## src/rtl/risc_ctrl_pkg.sv

```systemverilog
// Shared control definitions: state encodings, opcode classes and ALUOp codes.
// Pure declarations; no latency or backpressure.
package risc_ctrl_pkg;

    typedef enum logic [2:0] {
        S_IDLE      = 3'd0,
        S_FETCH     = 3'd1,
        S_DECODE    = 3'd2,
        S_EXECUTE   = 3'd3,
        S_MEMORY    = 3'd4,
        S_WRITEBACK = 3'd5,
        S_FAULT     = 3'd6
    } state_e;

    localparam int unsigned CLS_RARITH = 0;
    localparam int unsigned CLS_SHIFTC = 1;
    localparam int unsigned CLS_SHIFTV = 2;
    localparam int unsigned CLS_ADDI   = 3;
    localparam int unsigned CLS_COMPI  = 4;
    localparam int unsigned CLS_LW     = 5;
    localparam int unsigned CLS_SW     = 6;
    localparam int unsigned CLS_BRANCH = 7;
    localparam int unsigned CLS_JUMP   = 8;

    localparam logic [2:0] ALU_PASS   = 3'b000;
    localparam logic [2:0] ALU_ARITH  = 3'b001;
    localparam logic [2:0] ALU_SHIFTC = 3'b010;
    localparam logic [2:0] ALU_SHIFTV = 3'b011;
    localparam logic [2:0] ALU_ADD    = 3'b100;
    localparam logic [2:0] ALU_CMP    = 3'b101;
    localparam logic [2:0] ALU_BRANCH = 3'b110;

    function automatic logic class_legal(input int unsigned cls);
        return cls <= CLS_JUMP;
    endfunction

    function automatic logic [2:0] class_alu_op(input int unsigned cls);
        case (cls)
            CLS_RARITH:                return ALU_ARITH;
            CLS_SHIFTC:                return ALU_SHIFTC;
            CLS_SHIFTV:                return ALU_SHIFTV;
            CLS_ADDI, CLS_LW, CLS_SW:  return ALU_ADD;
            CLS_COMPI:                 return ALU_CMP;
            CLS_BRANCH:                return ALU_BRANCH;
            default:                   return ALU_PASS;
        endcase
    endfunction

endpackage

```

## src/rtl/multi_cycle_sequencer_mem_wait_timer.sv

```systemverilog
// Counts mem_ready-low cycles in a memory state; expired_o is combinational in the
// cycle the count would reach MEM_WAIT_MAX with ready still low (ready wins).
module mem_wait_timer #(
    parameter int MEM_WAIT_MAX = 15
) (
    input  logic clk,
    input  logic rst,
    input  logic clr_i,
    input  logic en_i,
    input  logic ready_i,
    output logic expired_o
);

    localparam int CW = $clog2(MEM_WAIT_MAX + 1);

    logic [CW-1:0] cnt_q;

    always_ff @(posedge clk or posedge rst) begin
        if (rst) begin
            cnt_q <= '0;
        end else if (clr_i) begin
            cnt_q <= '0;
        end else if (en_i && !ready_i && (cnt_q != CW'(MEM_WAIT_MAX))) begin
            cnt_q <= cnt_q + CW'(1);
        end
    end

    assign expired_o = en_i && !ready_i && (cnt_q == CW'(MEM_WAIT_MAX - 1));

endmodule

```

## src/rtl/multi_cycle_sequencer.sv

```systemverilog
// Multi-cycle FETCH/DECODE/EXECUTE/MEMORY/WRITEBACK control; memory states stall on mem_ready
// with a wait timeout into a sticky FAULT. Perf counters built only with SEQ_PERF_COUNTERS_EN.
module multi_cycle_sequencer
    import risc_ctrl_pkg::*;
#(
    parameter int OPCODE_W     = 6,
    parameter int MEM_WAIT_MAX = 15
) (
    input  logic                clk,
    input  logic                rst,
    input  logic                run,
    input  logic [OPCODE_W-1:0] opcode,
    input  logic                mem_ready,
    output logic [2:0]          alu_op,
    output logic                mem_read,
    output logic                mem_write,
    output logic                ir_write,
    output logic                pc_write,
    output logic                branch_eval,
    output logic                reg_write,
    output logic                instr_done,
    output logic                illegal_instr,
    output logic                mem_timeout,
    output logic [2:0]          state_out,
    output logic [31:0]         cycle_count,
    output logic [31:0]         instr_count
);

    state_e              state_q, state_d;
    logic [OPCODE_W-1:0] op_q;
    logic                mem_timeout_q;
    logic [2:0]          exe_alu_op;
    logic                is_lw, is_sw, is_ctrl;
    logic                timer_clr, timer_en, timer_expired;
    state_e              retire_state;

    assign exe_alu_op   = class_alu_op(32'(op_q));
    assign is_lw        = (op_q == OPCODE_W'(CLS_LW));
    assign is_sw        = (op_q == OPCODE_W'(CLS_SW));
    assign is_ctrl      = (op_q == OPCODE_W'(CLS_BRANCH)) || (op_q == OPCODE_W'(CLS_JUMP));
    assign retire_state = run ? S_FETCH : S_IDLE;

    assign timer_en  = (state_q == S_FETCH) || (state_q == S_MEMORY);
    assign timer_clr = ((state_d == S_FETCH) || (state_d == S_MEMORY)) && (state_d != state_q);

    mem_wait_timer #(
        .MEM_WAIT_MAX(MEM_WAIT_MAX)
    ) u_wait (
        .clk       (clk),
        .rst       (rst),
        .clr_i     (timer_clr),
        .en_i      (timer_en),
        .ready_i   (mem_ready),
        .expired_o (timer_expired)
    );

    always_comb begin
        state_d       = state_q;
        alu_op        = ALU_PASS;
        mem_read      = 1'b0;
        mem_write     = 1'b0;
        ir_write      = 1'b0;
        pc_write      = 1'b0;
        branch_eval   = 1'b0;
        reg_write     = 1'b0;
        instr_done    = 1'b0;
        illegal_instr = 1'b0;
        case (state_q)
            S_IDLE: begin
                if (run) state_d = S_FETCH;
            end
            S_FETCH: begin
                mem_read = 1'b1;
                if (mem_ready) begin
                    ir_write = 1'b1;
                    pc_write = 1'b1;
                    state_d  = S_DECODE;
                end else if (timer_expired) begin
                    state_d = S_FAULT;
                end
            end
            S_DECODE: begin
                if (!class_legal(32'(opcode))) begin
                    illegal_instr = 1'b1;
                    state_d       = retire_state;
                end else begin
                    state_d = S_EXECUTE;
                end
            end
            S_EXECUTE: begin
                alu_op = exe_alu_op;
                if (is_ctrl) begin
                    branch_eval = 1'b1;
                    instr_done  = 1'b1;
                    state_d     = retire_state;
                end else if (is_lw || is_sw) begin
                    state_d = S_MEMORY;
                end else begin
                    state_d = S_WRITEBACK;
                end
            end
            S_MEMORY: begin
                // ALUOp held so the effective address stays stable while stalled
                alu_op    = exe_alu_op;
                mem_read  = is_lw;
                mem_write = is_sw;
                if (mem_ready) begin
                    if (is_lw) begin
                        state_d = S_WRITEBACK;
                    end else begin
                        instr_done = 1'b1;
                        state_d    = retire_state;
                    end
                end else if (timer_expired) begin
                    state_d = S_FAULT;
                end
            end
            S_WRITEBACK: begin
                alu_op     = exe_alu_op;
                reg_write  = 1'b1;
                instr_done = 1'b1;
                state_d    = retire_state;
            end
            S_FAULT: begin
                state_d = S_FAULT;
            end
            default: begin
                state_d = S_IDLE;
            end
        endcase
    end

    always_ff @(posedge clk or posedge rst) begin
        if (rst) begin
            state_q       <= S_IDLE;
            op_q          <= '0;
            mem_timeout_q <= 1'b0;
        end else begin
            state_q <= state_d;
            if (state_q == S_DECODE) op_q <= opcode;
            if (state_d == S_FAULT) mem_timeout_q <= 1'b1;
        end
    end

    assign mem_timeout = mem_timeout_q;
    assign state_out   = state_q;

`ifdef SEQ_PERF_COUNTERS_EN
    logic [31:0] cycle_count_q, instr_count_q;

    always_ff @(posedge clk or posedge rst) begin
        if (rst) begin
            cycle_count_q <= '0;
            instr_count_q <= '0;
        end else begin
            if ((state_q != S_IDLE) && (state_q != S_FAULT)) cycle_count_q <= cycle_count_q + 32'd1;
            if (instr_done) instr_count_q <= instr_count_q + 32'd1;
        end
    end

    assign cycle_count = cycle_count_q;
    assign instr_count = instr_count_q;
`else
    assign cycle_count = '0;
    assign instr_count = '0;
`endif

endmodule

```

## config.mk

```make
export PLATFORM = sky130hd
export DESIGN_NAME = multi_cycle_sequencer
export DESIGN_NICKNAME = d
export VERILOG_FILES = /design/src/rtl/risc_ctrl_pkg.sv /design/src/rtl/multi_cycle_sequencer_mem_wait_timer.sv /design/src/rtl/multi_cycle_sequencer.sv
export SDC_FILE = /design/constraint.sdc
export NUM_CORES = 1
export LEC_CHECK = 0
export ABC_AREA = 1
export BUFFER_PORTS_ARGS = -buffer_cell sky130_fd_sc_hd__buf_4
export CAP_MARGIN = 20
export CORE_MARGIN = 5
export CORE_UTILIZATION = 35
export DETAILED_ROUTE_END_ITERATION = 6
export PLACE_DENSITY_LB_ADDON = 0.08
export SETUP_SLACK_MARGIN = 0.05
export SYNTH_ARGS = -nofsm -noshare
export SYNTH_HDL_FRONTEND = slang
export SYNTH_SLANG_ARGS = --single-unit
```

## constraint.sdc

```tcl
create_clock -name clk -period 1.9 [get_ports clk]
set_input_delay 0.095 -clock clk [delete_from_list [all_inputs] [get_ports clk]]
set_output_delay 0.095 -clock clk [all_outputs]
set_load 0.1 [all_outputs]
```

==> out/qor.csv <==
metric;value;unit
crit share post-route;94.5;%
First-pass DRT Iterations;4;
Int Pwr;0.00108;W
fin crit period;1.80;ns
Vias per Instance;3.92;
Post-synth EDFFs;0;
Final Max Tran Viols;0;
Max Clk Rate;557;MHz
share of power burned in registers;19.2;%
DRT iter0 DRCs;79;
FF-to-FF Start;op_q[0];
register area;363;um2
fraction of registers with async set/reset;100;%
H-tree depth;1;
clock transition at the registers of the reported paths;0.06;ns
multi-input logic area;900;um2
Hold Vio Cnt, Final;0;
worst ir drop on vdd;0.824;mV
Hold Path Class;in -> reg;
die area;0.00579;mm2
Routed Antenna Nets;0;
CTS Buf Count;3;
WL final;3040;um
Clock Tree Buf Depth;2;
Mapped Avg Cell Area;6.80;um2
Die Y;76.1;um
GR Overflow Total;0;
clock network power share;9.1;%
CP arrival;1.70;ns
clock latency on the worst-skew pair;0.24;ns
gp weighted congestion;0.801;
total track usage;9.68;%
Setup Crit Path Kind;reg -> out;
clock sink count;14;
final non-filler cell total;306;
Core Util, Final;40.4;%
outcome;complete, no violations;
post-synthesis cell type count;25;
first-pass GRT wire length;4790;um
slew margin rel.;63.3;%
Clock Skew;0.000852;ns
Max Cap Viol;0;
TritonCTS clock tree;built;
vias in the first global route;1053;
RSZ-0062 raised after global routing;true;
Crit. Startpoint;state_out[2];
n_diodes;0;
Yosys top cell area share;31.9;%
Critical Path RT;1.80;ns
Sw Pwr;0.00209;W
# nets final;271;
Synth Warn #;0;
combinational power share;71.7;%
measured slew at the worst slew-check pin;0.550;ns
Gate Count Post-Synth;225;
Post-route DRC;0;
hold slack;0.0499;ns
via count;1199;
Main synth FF type;dfrtp_1;
Final setup viols;0;
cell area after synthesis;0.00153;mm2
switch share;65.8;%
I/O Buffers;24;
sequential cell area fraction in the yosys report;22.9;%
area leader, netlist;buf_4;
routed wire length per instance;9.94;um
commonest non-fill, non-tap cell in the layout;conb_1;
Pleak;0.997;nW
dpl cells;300;
largest net degree at the start of global routing;15;
most frequent cells in the layout;conb_1 (64), nand2_1 (41), buf_4 (24);
Seq cells post-synth;14;
crit-path max FO;7;
DP HPWL;2610;um
area grow syn2layout;13.4;%
antenna violations before repair;0;
Crit. End Element;primary output;
setup_tns;0;ns
Startpoint Class;register;
# IOs;89;
initial core utilization;35.6;%
chip width;76.1;um
num rows;24;
share of cells above drive strength 1;24.0;%
Cell Pwr Density;1830;mW/mm2
Synth area leaders;buf_4 (32%), dfrtp_1 (23%), nand2_1 (10%);
root buffer selected by CTS;clkbuf_8;
fillcell total;475;
min-delay src;opcode[5];
core area;0.00429;mm2
## area by class of cell
class / count / share of cell area [%]
Timing Repair Buffer: 28 / 13.4
Clock buffer: 4 / 3.17
Multi-Input combinational cell: 176 / 51.8
Tap cell: 52 / 3.75
Inverter: 32 / 6.92
Sequential cell: 14 / 20.9
## per-stage QoR
step	setup slack (ns)	cell area, um2	total power [W]
6_report	0.104	1740	0.00317
5_1_grt	0.0219	1740	0.00336
4_1_cts	0.0322	1690	0.00312
3_5_place_dp	0.0974	1610	0.00281
3_3_place_gp	0.170	1610	0.00283
2_1_floorplan	-0.638	1860	0.00260
## logic make-up after synthesis
family | share of synthesized area, %
compound gates | 5.97
xor+xnor | 1.14
fa+ha+maj | 4.91
buf+inv | 40.1
flops | 22.9
other cells | 0.245
simple gates | 24.8
## power by group through the flow
stage / Combinational (W) / Clock (W) / Sequential [W]
3_5_place_dp: 0.00221 / 0 / 0.000601
5_1_grt: 0.00242 / 0.000306 / 0.000634
3_3_place_gp: 0.00222 / 0 / 0.000606
6_report: 0.00227 / 0.000290 / 0.000609
4_1_cts: 0.00223 / 0.000299 / 0.000597
2_1_floorplan: 0.00180 / 0 / 0.000802
## cells in the mapped netlist (2+ instances only)
cell / n
nand3_2: 2
inv_2: 6
ha_1: 6
a21oi_1: 3
inv_1: 25
nor2_1: 21
dfrtp_1: 14
o21ai_0: 8
nand4_1: 3
nand2_1: 41
buf_4: 65
nand3_1: 17
nor3_1: 2
## worst paths after layout
path                                        end  slack, ns  cells after the start
max in group asynchronous          state_out[2]       1.04                      3
worst min-delay path                    op_q[5]       0.05                      3
worst max-delay path                  alu_op[0]       0.10                      6
min in group asynchronous          state_out[0]       0.45                      3
worst max register to register  u_wait.cnt_q[0]       0.22                     13
worst min register to register      mem_timeout       0.50                      1
## layer usage
metal	wire length (um)	GRT usage [%]
met5	0	0
met3	458	2.96
met2	1170	14.1
met1	1390	13.7
met4	27	2.62
## sequential cells by signal (all words and copies together), names as in the netlist
signal and cells:
mem_timeout 1, op_q 6, state_out 3, u_wait.cnt_q 4
## timing repair
| item | in CTS | in global routing |
|---|---|---|
| endpoints found under the setup margin | 2 | 12 |
| pin swaps | 0 | 3 |
| endpoints found under the hold margin | 14 | 0 |
| gates resized for setup | 3 | 12 |
| setup buffers | 0 | 1 |
| hold buffers | 1 | 0 |
## worst max-delay path: stages, from the launching register on
cell	delay (ns)
dfrtp_4	0.52
inv_2	0.13
nand3_2	0.10
o21ai_2	0.10
nand3_4	0.14
a211oi_4	0.26
buf_12	0.21
Note: power is estimated with default switching activity, not from simulation.
